File: config.mk
export PLATFORM = sky130hd
export DESIGN_NAME = imem_loader_flat
export DESIGN_NICKNAME = d
export VERILOG_FILES = /design/src/rtl/imem_loader_pkg.sv /design/src/rtl/imem_loader_if.sv /design/src/rtl/imem_loader_asm.sv /design/src/rtl/imem_loader.sv /design/src/flat_wrapper.sv
export SDC_FILE = /design/constraint.sdc
export NUM_CORES = 1
export LEC_CHECK = 0
export ABC_AREA = 1
export CAP_MARGIN = 10
export CORE_MARGIN = 2
export CORE_UTILIZATION = 45
export CTS_CLUSTER_SIZE = 28
export DETAILED_ROUTE_END_ITERATION = 7
export GPL_TIMING_DRIVEN = 0
export PLACE_DENSITY = 0.68
export SLEW_MARGIN = 20
export SYNTH_ARGS = -nofsm -noshare
export SYNTH_HDL_FRONTEND = slang
export SYNTH_SLANG_ARGS = --single-unit
File: constraint.sdc
create_clock -name clk1 -period 1.5 [get_ports clk1]
set_input_delay 0.225 -clock clk1 [delete_from_list [all_inputs] [get_ports clk1]]
set_output_delay 0.225 -clock clk1 [all_outputs]
set_load 0.03 [all_outputs]
File: src/rtl/imem_loader_pkg.sv
// Shared types and framing constants for the instruction-memory loader.
// The loader turns a framed byte stream (length, payload words, checksum)
// into 32-bit instruction-memory writes while the CPU is held in reset.
package imem_loader_pkg;

    // Session states, in stream order, plus the two terminal states.
    typedef enum logic [2:0] {
        ST_IDLE   = 3'd0,
        ST_LEN_HI = 3'd1,
        ST_LEN_LO = 3'd2,
        ST_DATA   = 3'd3,
        ST_CSUM   = 3'd4,
        ST_DONE   = 3'd5,
        ST_ERR    = 3'd6
    } state_t;

    // Framing: a 16-bit big-endian word count, big-endian 32-bit words,
    // then one XOR checksum byte covering the payload bytes only.
    localparam int BYTE_W         = 8;
    localparam int WORD_W         = 32;
    localparam int LEN_W          = 16;
    localparam int BYTES_PER_WORD = 4;
    localparam int BCNT_W         = $clog2(BYTES_PER_WORD);
    localparam logic [BYTE_W-1:0] CSUM_SEED = '0;

    // True when an announced program length exceeds the loader's capacity.
    function automatic logic len_oversize(input logic [LEN_W-1:0] len,
                                          input int unsigned      max_words);
        return 32'(len) > max_words;
    endfunction

endpackage

File: src/rtl/imem_loader_if.sv
// Bundle of the loader's control, byte-stream and memory-write signals.
// The loader uses the slave view; whatever feeds the stream and owns the
// instruction memory uses the master view.
interface imem_loader_if #(
    parameter int ADDR_W = 10
) ();
    import imem_loader_pkg::*;

    logic                start;
    logic                in_valid;
    logic [BYTE_W-1:0]   in_data;
    logic                in_ready;
    logic                mem_we;
    logic [ADDR_W-1:0]   mem_addr;
    logic [WORD_W-1:0]   mem_wdata;
    logic                cpu_hold;
    logic                load_done;
    logic                load_err;

    modport slave (
        input  start, in_valid, in_data,
        output in_ready, mem_we, mem_addr, mem_wdata,
        output cpu_hold, load_done, load_err
    );

    modport master (
        output start, in_valid, in_data,
        input  in_ready, mem_we, mem_addr, mem_wdata,
        input  cpu_hold, load_done, load_err
    );

endinterface

File: src/rtl/imem_loader_asm.sv
// Payload word assembler: counts bytes within a word, builds the big-endian
// 32-bit word and keeps the running XOR of every payload byte.
// The completed word is presented combinationally with the 4th byte so the
// parent can register it into the memory write on the same edge.
module imem_loader_asm
    import imem_loader_pkg::*;
(
    input  logic              clk1,
    input  logic              rst_n,
    input  logic              clear,      // start of a new session
    input  logic              byte_en,    // accepted payload byte
    input  logic [BYTE_W-1:0] byte_in,
    output logic              word_done,  // byte_in completes a word
    output logic [WORD_W-1:0] word,       // valid while word_done
    output logic [BYTE_W-1:0] xsum        // XOR of payload bytes so far
);

    logic [BCNT_W-1:0]        byte_cnt;
    logic [WORD_W-BYTE_W-1:0] shift_q;    // first three bytes of the word
    logic [BYTE_W-1:0]        xsum_q;

    // Byte position, partial word and checksum accumulation.
    always_ff @(posedge clk1 or negedge rst_n) begin
        if (!rst_n) begin
            byte_cnt <= '0;
            shift_q  <= '0;
            xsum_q   <= CSUM_SEED;
        end else if (clear) begin
            byte_cnt <= '0;
            shift_q  <= '0;
            xsum_q   <= CSUM_SEED;
        end else if (byte_en) begin
            // NOTE: non-blocking so every register here samples pre-edge values.
            byte_cnt <= byte_cnt + 1'b1;
            shift_q  <= {shift_q[WORD_W-2*BYTE_W-1:0], byte_in};
            xsum_q   <= xsum_q ^ byte_in;
        end
    end

    // The 4th byte is appended directly rather than waiting for the shift.
    always_comb begin
        word_done = byte_en && (byte_cnt == BCNT_W'(BYTES_PER_WORD - 1));
        word      = {shift_q, byte_in};
        xsum      = xsum_q;
    end

endmodule

File: src/rtl/imem_loader.sv
// Instruction-memory loader top level. Parses the framed byte stream,
// writes each assembled word to instruction memory and releases the CPU
// only after the checksum has been verified. A failed load keeps the CPU
// held so a corrupt image can never execute.
module imem_loader
    import imem_loader_pkg::*;
#(
    parameter int ADDR_W    = 10,
    parameter int MAX_WORDS = 1024
) (
    input  logic          clk1,
    input  logic          rst_n,
    imem_loader_if.slave  bus
);

    // The whole program must be addressable.
    if (MAX_WORDS > (1 << ADDR_W)) begin : g_bad_cfg
        $error("imem_loader: MAX_WORDS exceeds 2**ADDR_W");
    end

    state_t             state;
    state_t             state_nxt;
    logic               accept;       // byte transfer this cycle
    logic               start_take;   // start honoured this cycle
    logic [LEN_W-1:0]   len_q;        // announced word count
    logic [LEN_W-1:0]   len_full;     // count including the LEN_LO byte
    logic [LEN_W-1:0]   word_cnt;     // index of the word being assembled
    logic               last_word;

    logic               asm_en;
    logic               word_done;
    logic [WORD_W-1:0]  word;
    logic [BYTE_W-1:0]  xsum;

    logic               mem_we_q;
    logic [ADDR_W-1:0]  mem_addr_q;
    logic [WORD_W-1:0]  mem_wdata_q;
    logic               load_done_q;

    assign accept     = bus.in_valid && bus.in_ready;
    assign start_take = bus.start &&
                        (state == ST_IDLE || state == ST_DONE || state == ST_ERR);
    assign len_full   = {len_q[LEN_W-1:BYTE_W], bus.in_data};
    assign last_word  = (word_cnt == len_q - 1'b1);
    assign asm_en     = (state == ST_DATA) && accept;

    imem_loader_asm u_asm (
        .clk1      (clk1),
        .rst_n     (rst_n),
        .clear     (start_take),
        .byte_en   (asm_en),
        .byte_in   (bus.in_data),
        .word_done (word_done),
        .word      (word),
        .xsum      (xsum)
    );

    // State register.
    always_ff @(posedge clk1 or negedge rst_n) begin
        if (!rst_n) state <= ST_IDLE;
        else        state <= state_nxt;
    end

    // Next-state decode; bytes only move the FSM when actually accepted.
    always_comb begin
        // NOTE: default first so no path through the case infers a latch.
        state_nxt = state;
        case (state)
            ST_IDLE, ST_DONE, ST_ERR: begin
                if (start_take) state_nxt = ST_LEN_HI;
            end
            ST_LEN_HI: begin
                if (accept) state_nxt = ST_LEN_LO;
            end
            ST_LEN_LO: begin
                if (accept) begin
                    if (len_full == '0)                      state_nxt = ST_CSUM;
                    else if (len_oversize(len_full, MAX_WORDS)) state_nxt = ST_ERR;
                    else                                     state_nxt = ST_DATA;
                end
            end
            ST_DATA: begin
                if (word_done && last_word) state_nxt = ST_CSUM;
            end
            ST_CSUM: begin
                if (accept) state_nxt = (bus.in_data == xsum) ? ST_DONE : ST_ERR;
            end
            default: state_nxt = ST_IDLE;
        endcase
    end

    // State-decoded outputs; the CPU runs only after a verified load.
    always_comb begin
        bus.in_ready = (state == ST_LEN_HI) || (state == ST_LEN_LO) ||
                       (state == ST_DATA)   || (state == ST_CSUM);
        bus.cpu_hold = (state != ST_DONE);
        bus.load_err = (state == ST_ERR);
    end

    // Length capture, word indexing, registered memory write and done pulse.
    always_ff @(posedge clk1 or negedge rst_n) begin
        if (!rst_n) begin
            len_q       <= '0;
            word_cnt    <= '0;
            mem_we_q    <= 1'b0;
            mem_addr_q  <= '0;
            mem_wdata_q <= '0;
            load_done_q <= 1'b0;
        end else begin
            if (state == ST_LEN_HI && accept) len_q[LEN_W-1:BYTE_W] <= bus.in_data;
            if (state == ST_LEN_LO && accept) len_q[BYTE_W-1:0]     <= bus.in_data;

            // DATA is left on the last word, so the index never wraps.
            if (start_take)     word_cnt <= '0;
            else if (word_done) word_cnt <= word_cnt + 1'b1;

            mem_we_q <= word_done;
            if (word_done) begin
                mem_addr_q  <= ADDR_W'(word_cnt);
                mem_wdata_q <= word;
            end

            load_done_q <= (state != ST_DONE) && (state_nxt == ST_DONE);
        end
    end

    assign bus.mem_we    = mem_we_q;
    assign bus.mem_addr  = mem_addr_q;
    assign bus.mem_wdata = mem_wdata_q;
    assign bus.load_done = load_done_q;

endmodule

File: src/flat_wrapper.sv
// flat-port wrapper written by rule: the top's interface ports become plain ports
module imem_loader_flat import imem_loader_pkg::*;
#(
    parameter int ADDR_W    = 10,
    parameter int MAX_WORDS = 1024
)
  (clk1, rst_n, bus_start, bus_in_valid, bus_in_data, bus_in_ready, bus_mem_we, bus_mem_addr, bus_mem_wdata, bus_cpu_hold, bus_load_done, bus_load_err);
  imem_loader_if #(.ADDR_W(ADDR_W)) bus_i ();
  input  logic clk1;
  input  logic rst_n;
  input wire logic [$bits(bus_i.start)-1:0] bus_start;
  input wire logic [$bits(bus_i.in_valid)-1:0] bus_in_valid;
  input wire logic [$bits(bus_i.in_data)-1:0] bus_in_data;
  output wire logic [$bits(bus_i.in_ready)-1:0] bus_in_ready;
  output wire logic [$bits(bus_i.mem_we)-1:0] bus_mem_we;
  output wire logic [$bits(bus_i.mem_addr)-1:0] bus_mem_addr;
  output wire logic [$bits(bus_i.mem_wdata)-1:0] bus_mem_wdata;
  output wire logic [$bits(bus_i.cpu_hold)-1:0] bus_cpu_hold;
  output wire logic [$bits(bus_i.load_done)-1:0] bus_load_done;
  output wire logic [$bits(bus_i.load_err)-1:0] bus_load_err;
  assign bus_i.start = bus_start;
  assign bus_i.in_valid = bus_in_valid;
  assign bus_i.in_data = bus_in_data;
  assign bus_in_ready = bus_i.in_ready;
  assign bus_mem_we = bus_i.mem_we;
  assign bus_mem_addr = bus_i.mem_addr;
  assign bus_mem_wdata = bus_i.mem_wdata;
  assign bus_cpu_hold = bus_i.cpu_hold;
  assign bus_load_done = bus_i.load_done;
  assign bus_load_err = bus_i.load_err;
  imem_loader #(.ADDR_W(ADDR_W), .MAX_WORDS(MAX_WORDS)) u_core (.clk1(clk1), .rst_n(rst_n), .bus(bus_i));
endmodule
-- Yosys cells after proc, flatten, opt, wreduce, memory -nomap -nowiden
Index checks and enable logic that the tools add are counted.
- register bits: 113
- latch bits: 0
- memory bits (writable): 0
- bits in read-only memories: 0
- input bits: 12
- word-level logic and storage cells: 62
- memories: 0
- $add $sub $neg: 3
- multiply operators: 0
- divide/modulo/power cells: 0
- $lt $le $gt $ge: 1
- eq/ne operators: 11
- shift operators: 0
- muxes and demuxes: 17
- bitwise logic cells: 1
- reductions and logical operators: 18
- operators with widths (cell ; number):
    24-bit 2-to-1 mux ; 2
    16-bit 2-to-1 mux ; 2
    3-bit 2-to-1 mux ; 7
    16-bit by 1-bit adder with 16-bit output (second input constant) ; 1
    16-bit equality test ; 1
    16-bit by 11-bit greater-than comparator with 1-bit output (second input constant) ; 1
    16-bit logical NOT ; 1
    8-bit 2-to-1 mux ; 2
    16-bit by 1-bit subtractor with 16-bit output (second input constant) ; 1
    3-bit one-hot mux with 5 select lines ; 1
    3-bit equality test (second input constant) ; 4
    8-bit equality test ; 1
    1-bit logical AND ; 8
    8-bit bitwise XOR ; 1
    3-bit by 2-bit equality test with 1-bit output (second input constant) ; 2
    2-bit 2-to-1 mux ; 3
    1-bit logical OR ; 5
    2-bit nonzero test ; 2
    3-bit by 1-bit equality test with 1-bit output (second input constant) ; 1
    3-bit logical NOT ; 1
    3-bit != test (second input constant) ; 1
    3-bit OR reduction ; 1
    2-bit by 1-bit adder with 2-bit output (second input constant) ; 1
    2-bit equality test (second input constant) ; 1

-- Logic depth before layout (Yosys ltp)
Gate-level depths: netlist of the first run.
- word-level depth: 12
- mapped depth: 14

-- By module
From an unflattened synthesis of the first run, not the netlist that was laid out.
- cells, all modules: 739
- area, all modules: 5691.7 µm²
- by module, submodules not included (module ; times used ; cells each ; area an instance (µm²)):
    imem_loader ; 1 ; 572 ; 4206.5
    imem_loader_asm ; 1 ; 167 ; 1485.2

-- Least setup slack after synthesis of the first run
OpenSTA, ideal clock, no wires.
- kind: reg2reg
- start: register u_core.word_cnt[0]
- end: register u_core.word_cnt[14]
- arrival: 1.488 ns
- required time: 1.381 ns
- setup slack: -0.107 ns
- cell stages (with the launch flop): 11
- buffers on the path: 0
- clock period less this slack: 1.607 ns
- path through: dfrtp_1 ha_1 nand2_1 nor3_2 nand2_4 nor2_4 nand2_2 nor2_4 nand3_1 nand2_1 nor2_1
- word-level cells in the longest chain between the ends: 3
- ends and longest elaborated chain (item ; RTL line ; text):
    start, declared ; imem_loader.sv:27 ; logic [LEN_W-1:0] word_cnt;
    start signal, assigned ; imem_loader.sv:115 ; else if (word_done) word_cnt <= word_cnt + 1'b1;
    16-bit by 1-bit adder with 16-bit output ; imem_loader.sv:115 ;
    16-bit 2-to-1 mux ; imem_loader.sv:115 ;
    16-bit 2-to-1 mux ; imem_loader.sv:114 ; if (start_take) word_cnt <= '0;
Every way passes these cells. The select of a mux whose other input is x is not followed.
A chain may end at the register's enable or synchronous reset.

-- Final worst setup path of the first run
- start: register u_core.state[1]
- end: register u_core.u_asm.shift_q[10]
- word-level cells in the longest chain between the ends: 7
- elaborated cells on any way between the ends: 17
- ends and longest elaborated chain (item ; RTL line ; text):
    start, declared ; imem_loader.sv:21 ; state_t state;
    start signal, assigned ; imem_loader.sv:61 ; else state <= state_nxt;
    3-bit by 1-bit equality test with 1-bit output or 3-bit by 2-bit equality test with 1-bit output (tied branches) ; imem_loader.sv:94 ; bus.in_ready = (state == ST_LEN_HI) || (state == ST_LEN_LO) ||
    1-bit logical OR (2 in a row) ; imem_loader.sv:94 ;
    1-bit logical OR ; imem_loader.sv:95 ; (state == ST_DATA) || (state == ST_CSUM);
    1-bit logical AND ; imem_loader.sv:40 ; assign accept = bus.in_valid && bus.in_ready;
    1-bit logical AND ; imem_loader.sv:45 ; assign asm_en = (state == ST_DATA) && accept;
    2-bit nonzero test (no line) ; - ;
    end signal, assigned ; imem_loader_asm.sv:35 ; shift_q <= {shift_q[WORD_W-2*BYTE_W-1:0], byte_in};
    end, declared ; imem_loader_asm.sv:19 ; logic [WORD_W-BYTE_W-1:0] shift_q;
Parallel ways exist; a longest one is shown, timed or not.

==> flow_summary.yaml, run 1 <==
route:
  totalWireLength_um: 17300
  drt-initial-drc-count: 371
  vias_per_cell: 5.29
  via_count: 5362
  wl_per_cell_um: 17.0
  drc: 0
  firstDrtPassIters: 6
  drtAntennaViolNets: 0
worst_setup_path:
  critical-path-top-delay-family: "buffers and inverters"
  worstSetupPathType: "flip-flop to flip-flop"
  cp.buffers_inverters: 4
  rrSetupSlack_ns: -0.25
  crit_fanout: 8
  arrival_ns: 2.08
  cp_data_required_time_ns: 1.83
  crit_chain: "buf_6 > nand2_4 > nor2_4 > a211oi_4 > nor2_4 > buf_12 > nor2_8 > inv_8 > buf_12 > o22ai_2"
  worstRegToRegCells: 10
  r2r-start: "u_core.state[1]"
  rr_endpoint: "u_core.u_asm.shift_q[10]"
  crit_slowest_cell: "dfrtp_2"
  end_kind: "flip-flop"
  critical-path-max-stage-delay_ns: 0.47
  cp-start-kind: "flip-flop"
power:
  vdd_drop_max_mv: 1.07
  clockPowerShare_pct: 28.0
  power_density_nw_per_um2: 1860
  internal-power_mw: 9.43
  power_leakage_nw: 4.05
  power_switching_mw: 5.89
  combPwrFrac_pct: 42.4
  sw_frac_of_total_pct: 38.5
  pwr-share-seq_pct: 29.7
yosys:
  ys_ff_latch: 113
  ys_types: 41
  yosysTopAreaCellShare_pct: 49.5
  synth_top_cell_by_area: "dfrtp_1"
  synth_nets: 715
  synthTopCellsByArea: "dfrtp_1, nand2_1, o21ai_0, inv_1, nor2_1"
  avgSynthCellArea_um2: 8.15
  ys_seq_area_share_pct: 49.5
  synth_warnings: 0
  synthFlopType: "dfrtp_1"
  synth.cell_area_um2: 5710
  synth_edf_count: 0
  yosysMostFrequentCell: "nand2_1"
  ys_async_sr_fraction_pct: 100
  synth_common_cells: "nand2_1, dfrtp_1, inv_1"
  synthCells: 700
global_routing:
  grt_pass1_wl_um: 27700
  antenna_found_initial: 0
  grt_overflow: 0
  grt_max_degree: 84
  first_global_vias: 5346
  grt_util_all_layers_pct: 26.8
cells_and_area:
  diodes: 0
  multi_input_area_um2: 2930
  area_growth_pct: 44.7
  n_fill_cell: 940
  final_cells: 1013
  final_nets: 843
  seqCellArea_um2: 2840
  drive_gt1_share_pct: 30.9
flow_run:
  cap_violations: 0
timing:
  setup_ws_ns: -0.253
  whs_ns: 0.260
  slew_headroom_pct: 71.7
  rsz0062_at_grt: "true"
  fmaxAchievable_mhz: 570
  min_period_over_period_pct: 117
  hold_violations: 0
  final.min_clock_period_ns: 1.75
  clock_skew_ns: 0.00890
  setup_violations: 104
  worst-slew-pin-transition_ns: 0.425
  slew_viol_final: 0
placement:
  place_inst: 931
  gp_congestion: 0.876
  dp_hpwl_um: 11100
  port_buffers: 58
clock_network:
  clkSinkCount: 113
  htreeDepth: 4
  root_buffer: "clkbuf_16"
  clk_path_buf_depth: 2
  clock_latency_ns: 0.42
  numCtsBuffers: 17
  clk_pin_slew_ns: 0.06
  cts_tree: "done"
die:
  die_area_um2: 13600
  floorplan.initialDensity_pct: 45.6
  row_count: 41
  ios: 59
  die_x_um: 117
  die_h_um: 117
  core_um2: 12500
outcome:
  violations: "setup timing"
  status: "finished, violations left"
min_path:
  hp-class: "input pin to async pin"
==> layout make-up <==
| class | count | share of cell area (%) |
|---|---|---|
| Buffer | 20 | 2.41 |
| Inverter | 85 | 4.26 |
| Timing Repair Buffer | 111 | 13.2 |
| Tap cell | 172 | 2.61 |
| Clock inverter | 13 | 2.24 |
| Multi-Input combinational cell | 480 | 35.5 |
| Clock buffer | 19 | 5.36 |
| Sequential cell | 113 | 34.4 |
==> state kept, by name (all words and copies together) (netlist names) <==
name and count:
u_core.state 3, u_core.bus.mem_addr 10, u_core.bus.mem_wdata 32, u_core.word_cnt 16
u_core.u_asm.shift_q 24, u_core.bus.load_done 1, u_core.u_asm.xsum 8, u_core.len_q 16
u_core.bus.mem_we 1, u_core.u_asm.byte_cnt 2
==> worst max-delay path by stage <==
stage | cells after the start | end | from | slack, ns
2_1_floorplan | 10 | u_core.word_cnt[11] | u_core.state[0] | -0.08
3_3_place_gp | 1 | u_core.word_cnt[0] | rst_n | -4.44
3_5_place_dp | 12 | u_core.word_cnt[14] | bus_in_valid | -0.62
4_1_cts | 5 | bus_in_ready | u_core.state[1] | -0.22
5_1_grt | 10 | u_core.word_cnt[14] | u_core.state[2] | -0.34
6_report | 10 | u_core.u_asm.shift_q[10] | u_core.state[1] | -0.25
==> power groups by stage <==
stage	registers, mW	logic (mW)	clock network, mW
3_3_place_gp	4.35	4.39	0
3_5_place_dp	4.38	4.50	0
5_1_grt	4.62	7.08	4.47
6_report	4.54	6.49	4.28
4_1_cts	4.51	5.75	4.29
2_1_floorplan	4.42	3.18	0
==> what timing repair did <==
item	in CTS	in global routing
hold buffers	1	0
setup endpoints to repair	146	113
setup buffers	33	14
cloned	4	1
hold endpoints to repair	30	0
pin swaps	28	11
resized for setup	220	79
==> per-stage QoR <==
stage	setup WS, ns	cell area [um2]	setup TNS (ns)	total power, mW	util, %
after CTS	-0.218	7960	-6.81	14.5	63.6
after global routing	-0.337	8260	-18.27	16.2	66.0
after global placement	-4.44	6550	-494.15	8.74	52.3
after floorplan	-0.0770	5760	-0.840	7.60	-
after detailed placement	-0.618	6580	-41.95	8.89	52.6
final	-0.253	8260	-12.01	15.3	66.0
==> per-layer routing <==
layer	up-vias	GRT usage, %	share of wire (%)
met3	51	4.00	5.8
met5	-	0	0
met1	2588	34.9	42
li1	2496	-	-
met4	0	10.6	3.0
met2	227	45.2	50
==> cells in the final DEF (no fill, tap or decap), drive strengths merged, types with 5 or more instances in the layout <==
cell type	instances
a21oi	19
buf	67
clkbuf	28
clkdlybuf4s50	10
clkinv	9
dfrtp	113
dlygate4sd2	44
inv	83
nand2	210
nand3	26
nand4	10
nor2	83
nor3	6
o21ai	66
o22ai	16
o31ai	5
xnor2	16
xor2	9
==> kinds of logic after synthesis <==
kind of cell / Yosys count / synth area share (%)
compound gates: 112 / 12.5
xor+xnor: 25 / 3.84
fa+ha+maj: 3 / 0.658
buf+inv: 107 / 7.65
flops: 113 / 49.5
simple gates: 340 / 25.9
No activity file was read; power rests on OpenSTA's default activity.
==> run 2: changes to the inputs <==
CORE_UTILIZATION = 51   (was 45)
PLACE_DENSITY = 0.76   (was 0.68)
==> run 2 against run 1 <==
Effect of this change:
- the run ends with DRC, setup timing left
- largest cell class unchanged
- clock power fell by 12%
- combinational power grew 5.7%
- critical path depth stayed put
- non-clock buffer count grew 1
- final cell count fell by 3.2%
- clock skew decreased by 0.0025 ns
- register-to-register slack got worse by 0.07 ns
==> flow_summary.yaml, run 2 (same netlist as run 1, synthesis figures left out) <==
cells_and_area:
  postLayoutCellArea_um2: 8240
  final_util_pct: 75.7
  area_growth_pct: 44.4
  layout_common_cells: "nand2_1, dfrtp_1, inv_1, nor2_1, buf_4"
  layout_commonest_cell: "nand2_1"
  largest_register_ffs: 32
  final_cells: 981
  drive_gt1_share_pct: 36.0
  final_nets: 844
  n_fill_cell: 624
  diodes: 0
worst_setup_path:
  r2r-start: "u_core.state[1]"
  end_kind: "flip-flop"
  crit_slowest_cell: "dfrtp_2"
  rrSetupSlack_ns: -0.32
  cp-start-kind: "flip-flop"
  worstSetupPathType: "flip-flop to flip-flop"
  crit_chain: "buf_6 > nand2_4 > nor2_4 > a211oi_4 > nor2_4 > buf_6 > nor2_8 > inv_6 > clkbuf_16 > o22ai_2"
  arrival_ns: 2.27
  critical-path-top-delay-family: "buffers and inverters"
  critical-path-max-stage-delay_ns: 0.48
  cp.buffers_inverters: 4
  crit_fanout: 6
  startpoint: "u_core.state[1]"
  cp_data_required_time_ns: 1.95
outcome:
  status: "finished, violations left"
  violations: "DRC, setup timing"
placement:
  place_ws_ns: -0.635
  gp_congestion: 0.889
  placed_area_um2: 6540
  place_inst: 899
  port_buffers: 58
  dp_hpwl_um: 10800
timing:
  slew_headroom_pct: 66.9
  fmaxAchievable_mhz: 549
  clock_skew_ns: 0.00639
  setup_violations: 92
  min_period_over_period_pct: 121
  hold_violations: 0
  slew_viol_final: 0
  setup_ws_ns: -0.322
  worst-slew-pin-transition_ns: 0.496
  rsz0062_at_grt: "true"
  fin_setup_tns_ns: -17.68
  whs_ns: 0.190
  final.min_clock_period_ns: 1.82
die:
  die_x_um: 110
  floorplan.initialDensity_pct: 52.4
  die_area_um2: 12100
  row_count: 38
  core_um2: 10900
  die_h_um: 110
  ios: 59
clock_network:
  numCtsBuffers: 17
  clkSinkCount: 113
  htreeDepth: 4
  root_buffer: "clkbuf_8"
  clk_path_buf_depth: 2
  cts_tree: "done"
  clock_latency_ns: 0.54
  clk_pin_slew_ns: 0.06
route:
  vias_per_cell: 5.91
  firstDrtPassIters: 8
  drtAntennaViolNets: 0
  wl_per_cell_um: 20.0
  totalWireLength_um: 19600
  drc: 7
  via_count: 5795
  drt-initial-drc-count: 660
global_routing:
  antenna_found_initial: 0
  grt_max_degree: 62
  grt_pass1_wl_um: 27400
  grt_util_all_layers_pct: 30.3
  first_global_vias: 5389
  grt_overflow: 0
power:
  vdd_drop_max_mv: 1.51
  total_power_mw: 15.3
  power_leakage_nw: 3.93
  power_density_nw_per_um2: 1850
min_path:
  hp-class: "input pin to async pin"
flow_run:
  cap_violations: 0
==> run 2: changes by cell type in the layout (fill, tap and decap cells not counted), sizes merged, moves of 2 or more <==
| cell | delta |
|---|---|
| clkbuf | +21 |
| clkinvlp | +2 |
| bufinv | -3 |
| clkdlybuf4s15 | +20 |
| inv | +3 |
| dlygate4sd2 | -43 |
==> run 2: routing by layer <==
metal / wire (um) / vias up / GRT usage, %
li1: - / 2489 / -
met1: 7160 / 2788 / 38.1
met2: 9580 / 398 / 48.8
met3: 1740 / 120 / 7.29
met4: 1130 / 0 / 14.7
met5: 0 / - / 0
==> run 2: what timing repair did <==
item                                    4_1_cts  5_1_grt
endpoints found under the hold margin        52        0
hold buffers                                  1        0
gates cloned                                  2        5
gates resized for setup                     213      181
endpoints found under the setup margin      146      140
pin swaps                                    19       22
setup buffers                                20       26
==> run 2: area by class of cell <==
class | count | area (um2) | area share [%]
inverter | 85 | 349 | 4.23
tap | 140 | 175 | 2.12
clock inverter | 14 | 135 | 1.64
multi-input combinational | 480 | 3030 | 36.7
sequential | 113 | 2840 | 34.5
timing repair buffer | 112 | 1070 | 12.9
clock buffer | 17 | 414 | 5.02
buffer | 20 | 231 | 2.81
==> run 2: final timing paths <==
| check | endpoint | cells past startpoint |
|---|---|---|
| max | u_core.u_asm.shift_q[11] | 10 |
| min | u_core.bus.mem_addr[4] | 2 |
| max reg2reg | u_core.u_asm.shift_q[11] | 10 |
| min reg2reg | u_core.bus.mem_wdata[1] | 2 |
| max in group asynchronous | u_core.len_q[11] | 3 |
| min in group clk1 | u_core.len_q[7] | 3 |
==> run 2: power by group <==
group	total [mW]	internal [mW]	switching, mW
clock	3.78	2.21	1.58
combinational	6.86	2.85	4.01
sequential	4.63	3.79	0.840
